## src/rtl/alu_slice_seq.sv

```systemverilog
// Slice-serial AND/OR/ADD/SUB unit: WIDTH-bit operands, SLICE bits per clock, valid/ready on both sides.
// Optional status flags {zero, negative, overflow} are built only when ALU_FLAGS_EN is defined.
module alu_slice_seq #(
  parameter int WIDTH = 32,
  parameter int SLICE = 8
) (
  input  logic             clk,
  input  logic             rst,
  input  logic             in_valid,
  output logic             in_ready,
  input  logic [WIDTH-1:0] op_a,
  input  logic [WIDTH-1:0] op_b,
  input  logic             cin,
  input  logic [1:0]       op,
  output logic             out_valid,
  input  logic             out_ready,
  output logic [WIDTH-1:0] result,
  output logic             cout
`ifdef ALU_FLAGS_EN
  ,
  output logic [2:0]       flags
`endif
);

  localparam int N  = WIDTH / SLICE;
  localparam int KW = (N > 1) ? $clog2(N) : 1;

  localparam logic [1:0] S_IDLE = 2'd0;
  localparam logic [1:0] S_BUSY = 2'd1;
  localparam logic [1:0] S_DONE = 2'd2;

  localparam logic [1:0] OP_AND = 2'b00;
  localparam logic [1:0] OP_OR  = 2'b01;
  localparam logic [1:0] OP_SUB = 2'b11;

  localparam logic [WIDTH-1:0] SLICE_MASK = WIDTH'({SLICE{1'b1}});

  logic [1:0]       r_state;
  logic [1:0]       w_state_next;
  logic [KW-1:0]    r_k;
  logic [WIDTH-1:0] r_a;
  logic [WIDTH-1:0] r_b;
  logic [1:0]       r_op;
  logic             r_carry;
  logic [WIDTH-1:0] r_result;
  logic             r_cout;
  logic             r_in_ready;
  logic             r_out_valid;

  logic             w_accept;
  logic             w_last;
  logic             w_arith;
  logic [31:0]      w_base;
  logic [SLICE-1:0] w_a_s;
  logic [SLICE-1:0] w_b_s;
  logic [SLICE-1:0] w_b_eff;
  logic [SLICE:0]   w_sum;
  logic [SLICE-1:0] w_slice;
  logic             w_carry_out;
  logic [WIDTH-1:0] w_result_next;

  assign w_accept = (r_state == S_IDLE) && in_valid && r_in_ready;
  assign w_last   = (r_k == KW'(N - 1));
  assign w_arith  = r_op[1];
  assign w_base   = 32'(r_k) * 32'(SLICE);

  assign w_a_s   = SLICE'(r_a >> w_base);
  assign w_b_s   = SLICE'(r_b >> w_base);
  assign w_b_eff = (r_op == OP_SUB) ? ~w_b_s : w_b_s;
  assign w_sum   = {1'b0, w_a_s} + {1'b0, w_b_eff} + {{SLICE{1'b0}}, r_carry};

  // NOTE: every always_comb output gets a default before the case so no path leaves it unassigned (no latch).
  always_comb begin
    w_slice = w_sum[SLICE-1:0];
    case (r_op)
      OP_AND:  w_slice = w_a_s & w_b_s;
      OP_OR:   w_slice = w_a_s | w_b_s;
      default: w_slice = w_sum[SLICE-1:0];
    endcase
  end

  // Logic ops never propagate a carry between slices.
  assign w_carry_out   = w_arith & w_sum[SLICE];
  assign w_result_next = (r_result & ~(SLICE_MASK << w_base)) | (WIDTH'(w_slice) << w_base);

  always_comb begin
    w_state_next = r_state;
    case (r_state)
      S_IDLE:  if (w_accept) w_state_next = S_BUSY;
      S_BUSY:  if (w_last) w_state_next = S_DONE;
      S_DONE:  if (out_ready) w_state_next = S_IDLE;
      default: w_state_next = S_IDLE;
    endcase
  end

`ifdef ALU_FLAGS_EN
  logic [2:0] r_flags;
  logic       w_msb_cin;
  logic       w_ovf;

  // Carry into the MSB is recovered from the MSB sum bit of the last slice.
  assign w_msb_cin = w_a_s[SLICE-1] ^ w_b_eff[SLICE-1] ^ w_sum[SLICE-1];
  assign w_ovf     = w_arith & (w_msb_cin ^ w_sum[SLICE]);
  assign flags     = r_flags;

  always_ff @(posedge clk) begin
    if (rst) begin
      r_flags <= 3'b000;
    end else if (r_state == S_BUSY && w_last) begin
      r_flags <= {(w_result_next == '0), w_result_next[WIDTH-1], w_ovf};
    end
  end
`endif

  // NOTE: state and outputs use non-blocking assignments so all registers update together at the edge.
  always_ff @(posedge clk) begin
    if (rst) begin
      r_state     <= S_IDLE;
      r_k         <= '0;
      r_carry     <= 1'b0;
      r_result    <= '0;
      r_cout      <= 1'b0;
      r_in_ready  <= 1'b0;
      r_out_valid <= 1'b0;
    end else begin
      r_state     <= w_state_next;
      r_in_ready  <= (w_state_next == S_IDLE);
      r_out_valid <= (w_state_next == S_DONE);
      if (w_accept) begin
        r_k     <= '0;
        r_carry <= cin;
      end else if (r_state == S_BUSY) begin
        r_result <= w_result_next;
        r_carry  <= w_carry_out;
        r_k      <= r_k + KW'(1);
        if (w_last) r_cout <= w_carry_out;
      end
    end
  end

  // NOTE: captured operands need no reset; they are always loaded before being read.
  always_ff @(posedge clk) begin
    if (w_accept) begin
      r_a  <= op_a;
      r_b  <= op_b;
      r_op <= op;
    end
  end

  assign in_ready  = r_in_ready;
  assign out_valid = r_out_valid;
  assign result    = r_result;
  assign cout      = r_cout;

endmodule
```

## config.mk

```make
export PLATFORM = sky130hd
export DESIGN_NAME = alu_slice_seq
export DESIGN_NICKNAME = d
export VERILOG_FILES = /design/src/rtl/alu_slice_seq.sv
export SDC_FILE = /design/constraint.sdc
export NUM_CORES = 1
export LEC_CHECK = 0
export ABC_AREA = 1
export CAP_MARGIN = 20
export CELL_PAD_IN_SITES_DETAIL_PLACEMENT = 0
export CELL_PAD_IN_SITES_GLOBAL_PLACEMENT = 1
export CORE_ASPECT_RATIO = 0.5
export CORE_MARGIN = 1.5
export CORE_UTILIZATION = 42
export DETAILED_ROUTE_END_ITERATION = 6
export MAX_ROUTING_LAYER = met4
export PLACE_DENSITY_LB_ADDON = 0.1
export SYNTH_ARGS = -nofsm -noshare
export SYNTH_HDL_FRONTEND = slang
export SYNTH_SLANG_ARGS = --single-unit
```

## constraint.sdc

```tcl
create_clock -name clk -period 5.6 [get_ports clk]
set_input_delay 1.12 -clock clk [delete_from_list [all_inputs] [get_ports clk]]
set_output_delay 1.12 -clock clk [all_outputs]
set_load 0.01 [all_outputs]
```

== Word-level counts from Yosys, hierarchy flattened ==
Cells that the tools add are included.
Cells by class
  $add $sub $neg: 3
  equality and inequality tests: 6
  shifts and indexed selects: 4
  muxes and demuxes: 8
  bitwise logic cells: 8
  reduce and logical (&&, ||, !) cells: 9
Operators by type and width (number)
  32-bit by 5-bit right shift with 8-bit output: 2
  32-bit AND: 1
  32-bit NOT: 1
  32-bit bitwise OR: 1
  8-bit by 5-bit << shifter with 32-bit output: 1
  8-bit by 5-bit << shifter with 32-bit output (first input constant): 1
  8-bit one-hot mux with 2 select lines: 1
  8-bit by 8-bit adder with 9-bit output: 1
  9-bit by 1-bit adder with 9-bit output: 1
  8-bit AND: 1
  2-bit == test (second input constant): 4
  8-bit two-way mux: 1
  8-bit NOT: 1
  8-bit bitwise OR: 1
  2-bit zero test: 3
  2-bit two-way mux: 3
  2-bit one-hot mux with 3 select lines: 1
  2-bit by 1-bit == test with 1-bit output (second input constant): 2
  3-bit AND reduction: 1
  2-bit by 1-bit adder with 2-bit output (second input constant): 1
  1-bit logical AND: 2
  1-bit two-way mux: 2
  2-bit AND reduction: 1
  2-bit nonzero test: 1
  other kinds (3): 3
Word-level totals
  register bits after elaboration: 106
  output and inout port bits: 35

== Longest topological paths before layout ==
Gate-level depths: netlist of run 1.
  depth in word-level cells: 8
  mapped depth: 20
  depth with buffers taken out: 18

== Least setup slack after synthesis of run 1 ==
Ideal clock, no wire load.
  kind: in2reg
  start: input in_valid
  end: register r_carry
  library setup time: 0.135 ns
  arrival: 2.897 ns
  data required time: 5.465 ns
  slack: 2.568 ns
  cell stages on the path: 5
  buffers on the path: 0
  cells stage by stage: nand4_1 > inv_1 > nor3_1 > a21oi_1 > a21oi_1
On the way
  longest elaborated chain between the ends: 3
RTL lines
  start, declared: RTL line 9  | input logic in_valid,
  1-bit logical AND (*) (2 in series): RTL line 62  | assign w_accept = (r_state == S_IDLE) && in_valid && r_in_ready;
  via w_accept: RTL line 50  | logic w_accept;
  1-bit two-way mux or 2-bit nonzero test (tied branches)
  end signal, assigned: RTL line 131  | r_carry <= cin;
  end signal, assigned: RTL line 134  | r_carry <= w_carry_out;
  end, declared: RTL line 44  | logic r_carry;
Mark *: on every way through the listed nets, which the timed path passes. The rest lies on a longest branch.
A chain may end at the register's enable or synchronous reset.

== Worst setup path in the final report of run 1 ==
  start: register r_k[0]
  end: register r_result[14] (netlist: result[14])
On the way
  longest elaborated chain between the ends: 8
RTL lines
  start, declared: RTL line 40  | logic [KW-1:0] r_k;
  start signal, assigned: RTL line 135  | r_k <= r_k + KW'(1);
  32-bit by 5-bit right shift with 8-bit output: RTL line 68  | assign w_b_s = SLICE'(r_b >> w_base);
  8-bit NOT: RTL line 69  | assign w_b_eff = (r_op == OP_SUB) ? ~w_b_s : w_b_s;
  8-bit two-way mux: RTL line 69
  8-bit by 8-bit adder with 9-bit output: RTL line 70  | assign w_sum = {1'b0, w_a_s} + {1'b0, w_b_eff} + {{SLICE{1'b0}}, r_carry};
  9-bit by 1-bit adder with 9-bit output: RTL line 70
  8-bit one-hot mux with 2 select lines: RTL line 75  | case (r_op)
  8-bit by 5-bit << shifter with 32-bit output: RTL line 84  | assign w_result_next = (r_result & ~(SLICE_MASK << w_base)) | (WIDTH'(w_slice) << w_base);
  32-bit bitwise OR (*): RTL line 84
  end signal, assigned: RTL line 133  | r_result <= w_result_next;
  end, declared: RTL line 45  | logic [WIDTH-1:0] r_result;
Every way passes the cells marked *; elsewhere a longest branch is shown, timed or not.

==> flow_summary_export.csv, run 1 <==
group,metric,value,unit
floorplanning,num_io_pins,106,
place,portBuffers,105,
run,drv_cap,0,
logic_synthesis,async_flop_share,0,
clocking,cts.sinks,106,
floorplanning,die_area,12500,µm²
timing,tns,0,ns
floorplanning,start_util,0.440,
logic_synthesis,synthDistinctLibCells,32,
floorplanning,dieHeight,79.7,µm
route,top_layer,"met4",
timing,fin_crit,3.04,ns
clocking,cts.htree.levels,3,
cells_and_area,final_common_cell,"nand2_1",
clocking,cts_tree,"built",
route,firstDrtPassIters,4,
setup_path,path_buf_inv,2,
logic_synthesis,syn_nets,595,
cells_and_area,final_cell_area,6370,µm²
timing,slew_viol_final,0,
power_and_ir_drop,irDropWorstVdd,0.177,mV
setup_path,crit_family,"simple AND/OR/NAND/NOR gates",
power_and_ir_drop,p_leak,0.00241,µW
cells_and_area,stdcell_count,774,
route,vias,3675,
clocking,cts_setup_buffers,0,
clocking,numCtsBuffers,9,
global_routing,grt_usage,0.190,
route,viasPerCell,4.75,
setup_path,endpoint_kind,"flop",
timing,rsz0062_at_grt,"no",
logic_synthesis,synth_edf_count,66,
clocking,ctsResizeCount,0,
route,route.met3.wl,616,µm
clocking,clk_root_buffer_cell,"clkbuf_16",
power_and_ir_drop,p_per_area,295,nW/µm²
clocking,clkTransAtPathRegs,0.07,ns
route,remaining_drc_errors,0,
logic_synthesis,ys_seq_area_frac,0.563,
worst_hold_path,hold_class,"reg -> reg",
route,dr_wl_met2,4720,µm
cells_and_area,final_cell_mix,"nand2_1 (166), clkdlybuf4s50_1 (105), edfxtp_1 (66)",
clocking,cts_buffer_depth,2,
global_routing,grt_overflow,0,
place,pre_cts_ws,2.33,ns
global_routing,grt_pass1_wl,17300,µm
global_routing,grt_max_degree,52,
setup_path,path_class,"reg -> reg",
logic_synthesis,syn_avg_cell_area,9.66,µm²
floorplanning,die_x,156,µm
cells_and_area,antennaDiodeCount,0,
setup_path,critPathMaxFanout,51,
logic_synthesis,synth_top_flop_cell,"edfxtp_1",
setup_path,worstPathArrival,3.25,ns
floorplanning,coreArea,11200,µm²
place,gp_congestion,0.877,
clocking,clk_latency,0.35,ns
setup_path,cp_data_required_time,5.81,ns
timing,setup_viol_count_final,0,
place,placedInstanceArea,6050,µm²
timing,worst_pin_slew,0.961,ns
timing,finalClockSkew,0.00859,ns
route,ant_nets,0,
floorplanning,row_count,27,
place,dp.final_hpwl,7950,µm
setup_path,crit_path_start_kind,"flop",
setup_path,cp_common_cell,"nand2_1",
timing,min_period_over_period,0.544,
cells_and_area,layout-drive-gt1-share,0.117,
logic_synthesis,ys_seq_elements,106,
route,wire_per_inst,14.3,µm
timing,max_freq,328,MHz
setup_path,crit_chain,"inv_8 > nand2_1 > nand3_1 > nand2_1 > xor2_1 > fa_1 > inv_1 > fa_1 > nand2_1 > nand2_1 > nand3_1 > nand2_1 > nand2_1 > nand3_1 > nand4_1 > a21oi_1",
cells_and_area,area_delta_synth_final,29.0,%
global_routing,grt_pass1_vias,3358,
logic_synthesis,ys_warn_count,0,
route,wirelength_met1,5630,µm
setup_path,cp_slowest_stage_delay,0.72,ns
setup_path,crit_slowest_cell,"dfxtp_2",
timing,hold_viol_final,0,
logic_synthesis,syn-instance-count,511,
timing,relSlewSlack,0.359,
run_status,status,"finished clean",
cells_and_area,utilization,0.568,
route,routed_wl,11000,µm
route,first_iter_violations,208,
place,placed_cells,759,
global_routing,antenna_found_initial,0,
cells_and_area,finalNetCount,695,
timing,final.setup.worst_slack,2.56,ns
clocking,cts_hold_repair.buffers,0,
logic_synthesis,syn_area,4940,µm²
path summary, 6_finish.rpt:
| check | from | to | slack [ns] | cells after the start |
|---|---|---|---|---|
| min | result[5] | result[5] | 0.46 | 2 |
| max reg2reg | r_k[0] | result[14] | 2.56 | 16 |
| max | r_k[0] | result[14] | 2.56 | 16 |
| min reg2reg | result[5] | result[5] | 0.46 | 2 |
flip-flops by register name, summed over array words and instances, names as in the netlist:
signal,cells
r_b,32
r_k,2
result,32
r_op,2
in_ready,1
cout,1
r_state,2
out_valid,1
r_a,32
r_carry,1
report_power, final:
part           internal [µW]  total (µW)  switching [µW]
Clock                    394         675             281
Combinational            131         322             191
Sequential               867         884            17.2
stage by stage:
stage	power (µW)	hold WS [ns]
final	1880	0.465
after global placement	1220	0.453
after floorplan	1110	0.490
after CTS	1890	0.467
after detailed placement	1220	0.456
after global routing	1960	0.481
layout make-up:
cell class	count	area (µm²)
clock inverters	5	86.3
fillers	1029	4850
repair buffers	109	1080
inverters	39	156
well taps	159	199
clock buffers	10	229
flip-flops and latches	106	2780
multi-input cells	346	1830
worst reg2reg max path: stages, from the launching register on:
cell     delay [ns]
dfxtp_2        0.72
inv_8          0.25
nand2_1        0.14
nand3_1        0.07
nand2_1        0.13
xor2_1         0.19
fa_1           0.19
inv_1          0.06
fa_1           0.38
nand2_1        0.09
nand2_1        0.09
nand3_1        0.10
nand2_1        0.08
nand2_1        0.07
nand3_1        0.13
nand4_1        0.15
a21oi_1        0.08
logic make-up after synthesis:
kind of cell | count (synthesis) | synth area share
and+or+nand+nor | 264 | 0.245
buffers and inverters | 59 | 0.0654
adders and majority gates | 13 | 0.0360
DFF | 106 | 0.563
AOI/OAI and AO/OA | 60 | 0.0740
xor gates and xnor gates | 9 | 0.0160
cells in the mapped netlist, types with 4 or more instances:
library cell,number,area share
nand2_2,20,0.025
a21oi_2,12,0.021
buf_6,9,0.021
ha_1,11,0.028
o21ai_1,6,0.0061
edfxtp_1,66,0.40
nand4_1,22,0.028
xor2_1,9,0.016
o21ai_0,8,0.0081
nor2_1,12,0.0091
dfxtp_1,40,0.16
nand3_2,6,0.012
o211ai_1,4,0.0061
inv_1,35,0.027
nand3_1,24,0.024
nand2_1,166,0.13
a21oi_1,28,0.028
buf_2,6,0.0061
clkbuf_1,4,0.0030
nor2_2,6,0.0076
per-layer routing:
| metal | vias to the layer above | global-route usage |
|---|---|---|
| met4 | 0 | 0.0371 |
| met1 | 1670 | 0.276 |
| met5 | - | - |
| li1 | 1906 | - |
| met3 | 7 | 0.0429 |
| met2 | 92 | 0.272 |
Power figures use the tool's default switching activity.
==> run 2: changes to the inputs <==
--- a/config.mk
+++ b/config.mk
@@ -11,7 +11,7 @@
 export CELL_PAD_IN_SITES_GLOBAL_PLACEMENT = 1
 export CORE_ASPECT_RATIO = 0.5
 export CORE_MARGIN = 1.5
-export CORE_UTILIZATION = 42
+export CORE_UTILIZATION = 35
 export DETAILED_ROUTE_END_ITERATION = 6
 export MAX_ROUTING_LAYER = met4
 export PLACE_DENSITY_LB_ADDON = 0.1
==> constraint.sdc (replaced) <==
create_clock -name clk -period 2.6 [get_ports clk]
set_input_delay 0.52 -clock clk [delete_from_list [all_inputs] [get_ports clk]]
set_output_delay 0.52 -clock clk [all_outputs]
set_load 0.01 [all_outputs]
==> flow_summary_export.csv, run 2 (same netlist as run 1, synthesis figures left out) <==
group,metric,value,unit
run_status,status,"finished clean",
setup_path,cp_common_cell,"inv_1",
route,firstDrtPassIters,4,
setup_path,crit_path_start_kind,"flop",
timing,final.setup.worst_slack,0.195,ns
route,ant_nets,0,
setup_path,regToRegSetupSlack,0.19,ns
timing,holdWs,0.466,ns
route,routed_wl,11900,µm
setup_path,endpoint_kind,"flop",
global_routing,grt_usage,0.174,
route,first_iter_violations,199,
place,gp_congestion,0.847,
floorplanning,row_count,30,
cells_and_area,final_common_cell,"nand2_1",
timing,min_period_over_period,0.925,
global_routing,grt_pass1_vias,3551,
run,drv_cap,0,
floorplanning,die_x,171,µm
worst_hold_path,hold_path.startpoint,"result[8]",
timing,relSlewSlack,0.675,
global_routing,grt_pass1_wl,19000,µm
clocking,cts.sinks,106,
timing,worst_pin_slew,0.487,ns
cells_and_area,layout-drive-gt1-share,0.149,
timing,max_freq,416,MHz
place,dp.final_hpwl,8730,µm
cells_and_area,area_delta_synth_final,32.9,%
place,pre_cts_ws,-0.0200,ns
global_routing,grt_overflow,0,
setup_path,path_buf_inv,2,
setup_path,worstRegToRegCells,9,
floorplanning,num_io_pins,106,
setup_path,cp_data_required_time,2.82,ns
global_routing,antenna_found_initial,0,
place,portBuffers,105,
setup_path,path_class,"reg -> reg",
cells_and_area,fillers,1362,
global_routing,grt_max_degree,71,
route,vias,3733,
route,wire_per_inst,14.6,µm
clocking,numCtsBuffers,9,
setup_path,crit_slowest_cell,"edfxtp_1",
power_and_ir_drop,p_per_area,622,nW/µm²
power_and_ir_drop,irDropWorstVdd,0.377,mV
floorplanning,start_util,0.361,
setup_path,cp.depth,9,
timing,finalClockSkew,0.0101,ns
floorplanning,coreArea,13700,µm²
setup_path,worstPathArrival,2.62,ns
clocking,clk_latency,0.35,ns
clocking,cts.htree.levels,3,
floorplanning,dieHeight,87.0,µm
cells_and_area,final_cell_mix,"nand2_1 (166), clkdlybuf4s50_1 (105), edfxtp_1 (66)",
clocking,cts_hold_repair.buffers,0,
setup_path,crit_chain,"nand2_1 > inv_1 > xor2_1 > fa_1 > inv_1 > fa_2 > or2_2 > nand4_1 > a21oi_1",
setup_path,setup.worst_path.end,"result[9]",
cells_and_area,finalNetCount,704,
timing,hold_viol_final,0,
clocking,cts_tree,"built",
clocking,clk_root_buffer_cell,"clkbuf_16",
timing,fin_crit,2.41,ns
clocking,cts_buffer_depth,2,
worst_hold_path,hold_class,"reg -> reg",
floorplanning,die_area,14900,µm²
setup_path,crit_family,"adder cells",
timing,tns,0,ns
clocking,clkTransAtPathRegs,0.08,ns
power_and_ir_drop,p_leak,0.00248,µW
setup_path,timing.rr.end,"result[9]",
power_and_ir_drop,power,4080,µW
setup_path,r2r_start,"r_op[0]",
setup_path,cp_slowest_stage_delay,0.43,ns
timing,setup_viol_count_final,0,
timing,slew_viol_final,0,
setup_path,startpoint,"r_op[0]",
route,remaining_drc_errors,0,
cells_and_area,antennaDiodeCount,0,
route,viasPerCell,4.57,
setup_path,critPathMaxFanout,4,
-- run 2: changes by cell type in the layout (fill, tap and decap cells not counted), moves of 2 or more --
cell and delta:
buf_12 +2, o21ai_1 -2, inv_8 +2, nand3_2 +3
nand3_1 -3, buf_4 +5, o21ai_2 +2
-- run 2: where the power goes --
group | internal (µW) | switching (µW) | leakage [µW] | total [µW]
logic | 310 | 449 | 0.00139 | 759
registers | 1870 | 27.9 | 0.000934 | 1890
clock network | 769 | 658 | 0.000154 | 1430
total | 2940 | 1130 | 0.00248 | 4080
-- run 2: layout make-up --
| class | count | area [µm²] | area share |
|---|---|---|---|
| sequential | 106 | 2790 | 0.425 |
| multi-input combinational | 346 | 1870 | 0.285 |
| timing repair buffer | 118 | 1200 | 0.182 |
| tap | 192 | 240 | 0.0366 |
| clock buffer | 9 | 225 | 0.0343 |
| inverter | 39 | 156 | 0.0238 |
| clock inverter | 7 | 83.8 | 0.0128 |
-- run 2: metrics by stage --
step / util / instances / cell area [µm²]
floorplan: - / 511 / 4940
global placement: 0.454 / 801 / 6200
detailed placement: 0.454 / 801 / 6200
CTS: 0.477 / 817 / 6510
global route: 0.480 / 817 / 6560
finish: 0.480 / 817 / 6560
-- run 2: worst reg2reg max path, delay by kind of cell (launching register included) --
| family | cells | cell delay [ns] |
|---|---|---|
| compound gates | 1 | 0.06 |
| flops | 1 | 0.43 |
| simple gates | 3 | 0.58 |
| fa+ha+maj | 2 | 0.78 |
| buf+inv | 2 | 0.22 |
| xor+xnor | 1 | 0.20 |
-- run 2: worst min path at each step --
stage	endpoint	slack [ns]	depth (start not counted)
after floorplan	cout	0.49	2
after global placement	result[8]	0.45	2
after detailed placement	result[8]	0.46	2
after CTS	result[8]	0.47	2
after global routing	result[3]	0.49	2
final	result[8]	0.47	2
-- run 2: what timing repair did --
item                       CTS  global route
pin swaps                    0             1
resized for setup            2            11
setup buffers                0             0
setup endpoints to repair    7            28
-- run 2: per-layer routing --
layer  global-route usage  share of wire  routed length (µm)
met5                    -              0                   0
met4               0.0359         0.0078                  93
met3               0.0359          0.050                 599
met2                0.247           0.42                4980
met1                0.255           0.52                6240
==> run 3: changes to the inputs <==
--- a/config.mk
+++ b/config.mk
@@ -6,10 +6,9 @@
 export NUM_CORES = 1
 export LEC_CHECK = 0
 export ABC_AREA = 1
-export CAP_MARGIN = 20
 export CELL_PAD_IN_SITES_DETAIL_PLACEMENT = 0
 export CELL_PAD_IN_SITES_GLOBAL_PLACEMENT = 1
-export CORE_ASPECT_RATIO = 0.5
+export CORE_ASPECT_RATIO = 1.2
 export CORE_MARGIN = 1.5
 export CORE_UTILIZATION = 35
 export DETAILED_ROUTE_END_ITERATION = 6
==> flow_summary_export.csv, run 3 (same netlist as run 1, synthesis figures left out) <==
group,metric,value,unit
power_and_ir_drop,p_leak,0.00245,µW
clocking,cts_buffer_depth,2,
cells_and_area,fillers,1374,
timing,holdWs,0.467,ns
timing,hold_viol_final,0,
global_routing,grt_overflow,0,
power_and_ir_drop,power_frac_seq,0.486,
power_and_ir_drop,power,3890,µW
timing,slew_viol_final,0,
cells_and_area,seq_area,2790,µm²
timing,finalClockSkew,0.00512,ns
floorplanning,dieHeight,133,µm
route,wire_per_inst,14.8,µm
route,routed_wl,11800,µm
timing,min_period_over_period,0.938,
place,gp_congestion,0.785,
power_and_ir_drop,p_switching,1070,µW
clocking,clkTransAtPathRegs,0.07,ns
setup_path,crit_slowest_cell,"edfxtp_1",
floorplanning,die_area,14800,µm²
timing,final.setup.worst_slack,0.162,ns
run_status,status,"finished clean",
power_and_ir_drop,pwr-share-comb,0.193,
clocking,clk_latency,0.35,ns
setup_path,crit_chain,"nand2_1 > inv_1 > xor2_2 > fa_1 > inv_1 > fa_1 > nand2_1 > nand2_2 > nand3_1 > nand2_1 > nand2_1 > nand3_2 > nand4_1 > a21oi_1",
route,first_iter_violations,125,
timing,setup_viol_count_final,0,
clocking,cts_setup_buffers,0,
global_routing,grt_usage,0.168,
power_and_ir_drop,p_int,2820,µW
floorplanning,start_util,0.359,
clocking,cts_hold_repair.buffers,0,
power_and_ir_drop,p_per_area,600,nW/µm²
route,viasPerCell,4.67,
setup_path,cp_data_required_time,2.88,ns
cells_and_area,area_delta_synth_final,31.4,%
clocking,cts.sinks,106,
setup_path,critPathMaxFanout,4,
global_routing,grt_pass1_vias,3636,
cells_and_area,multiInputGateArea,1870,µm²
power_and_ir_drop,pwr-share-clk,0.321,
setup_path,cp_common_cell,"nand2_1",
floorplanning,row_count,47,
route,remaining_drc_errors,0,
cells_and_area,final_cell_mix,"nand2_1 (163), clkdlybuf4s50_1 (105), edfxtp_1 (66)",
power_and_ir_drop,irDropWorstVdd,0.399,mV
floorplanning,die_x,111,µm
cells_and_area,finalNetCount,703,
setup_path,endpoint_kind,"flop",
floorplanning,num_io_pins,106,
clocking,cts_tree,"built",
timing,tns,0,ns
route,firstDrtPassIters,6,
timing,relSlewSlack,0.667,
setup_path,worstPathArrival,2.72,ns
global_routing,grt_max_degree,71,
clocking,clk_root_buffer_cell,"clkbuf_16",
cells_and_area,stdcell_count,795,
cells_and_area,final_common_cell,"nand2_1",
run,drv_cap,0,
worst_hold_path,hold_class,"reg -> reg",
clocking,numCtsBuffers,9,
timing,rsz0062_at_grt,"yes",
clocking,ctsResizeCount,2,
setup_path,cp_slowest_stage_delay,0.43,ns
cells_and_area,layout-drive-gt1-share,0.143,
global_routing,antenna_found_initial,0,
place,portBuffers,105,
setup_path,crit_path_start_kind,"flop",
floorplanning,coreArea,13800,µm²
timing,worst_pin_slew,0.499,ns
timing,max_freq,410,MHz
cells_and_area,antennaDiodeCount,0,
place,pre_cts_ws,-0.0384,ns
route,vias,3713,
route,ant_nets,0,
timing,fin_crit,2.44,ns
setup_path,path_class,"reg -> reg",
place,dp.final_hpwl,8800,µm
global_routing,grt_pass1_wl,18600,µm
place,placed_cells,779,
power_and_ir_drop,switching_share,0.276,
clocking,cts.htree.levels,3,
## run 3: cell count changes in the layout (fill, tap and decap cells not counted), sizes merged
cell	change
buf	-1
bufinv	-1
clkinv	+4
clkinvlp	+1
inv	-4
## run 3: final timing paths
| check | from | to | slack (ns) | depth (start not counted) |
|---|---|---|---|---|
| max | r_op[0] | result[6] | 0.16 | 14 |
| min | result[30] | result[30] | 0.47 | 2 |
| max reg2reg | r_op[0] | result[6] | 0.16 | 14 |
| min reg2reg | result[30] | result[30] | 0.47 | 2 |
## run 3: final cells by class
type / instances / area share
repair buffers: 117 / 0.182
flip-flops and latches: 106 / 0.430
multi-input cells: 346 / 0.289
inverters: 39 / 0.0241
clock buffers: 9 / 0.0347
clock inverters: 7 / 0.00714
well taps: 171 / 0.0330
## run 3: stage by stage
step / cell area [µm²] / utilization
finish: 6490 / 0.471
global route: 6490 / 0.471
CTS: 6440 / 0.468
detailed placement: 6170 / 0.448
global placement: 6170 / 0.448
floorplan: 4940 / -
## run 3: metal layers
layer	global-route usage	routed length [µm]	vias to the layer above	share of wire
met3	0.0432	466	13	0.040
met1	0.195	5110	1690	0.43
met2	0.287	6020	88	0.51
met5	-	0	-	0
met4	0.0499	203	0	0.017
li1	-	-	1922	-
## run 3: power by group through the flow
stage	sequential (µW)	clock, µW	combinational (µW)
floorplan	1930	0	465
global placement	1930	0	742
detailed placement	1930	0	742
CTS	1890	1300	745
global route	1900	1370	842
finish	1890	1250	751
## run 3: worst max-delay path, delay by kind of cell (launching register included)
family                     cells  cell delay, ns
and+or+nand+nor                8            0.80
adders and majority gates      2            0.57
DFF                            1            0.43
buffers and inverters          2            0.23
xor gates and xnor gates       1            0.20
AOI/OAI and AO/OA              1            0.16
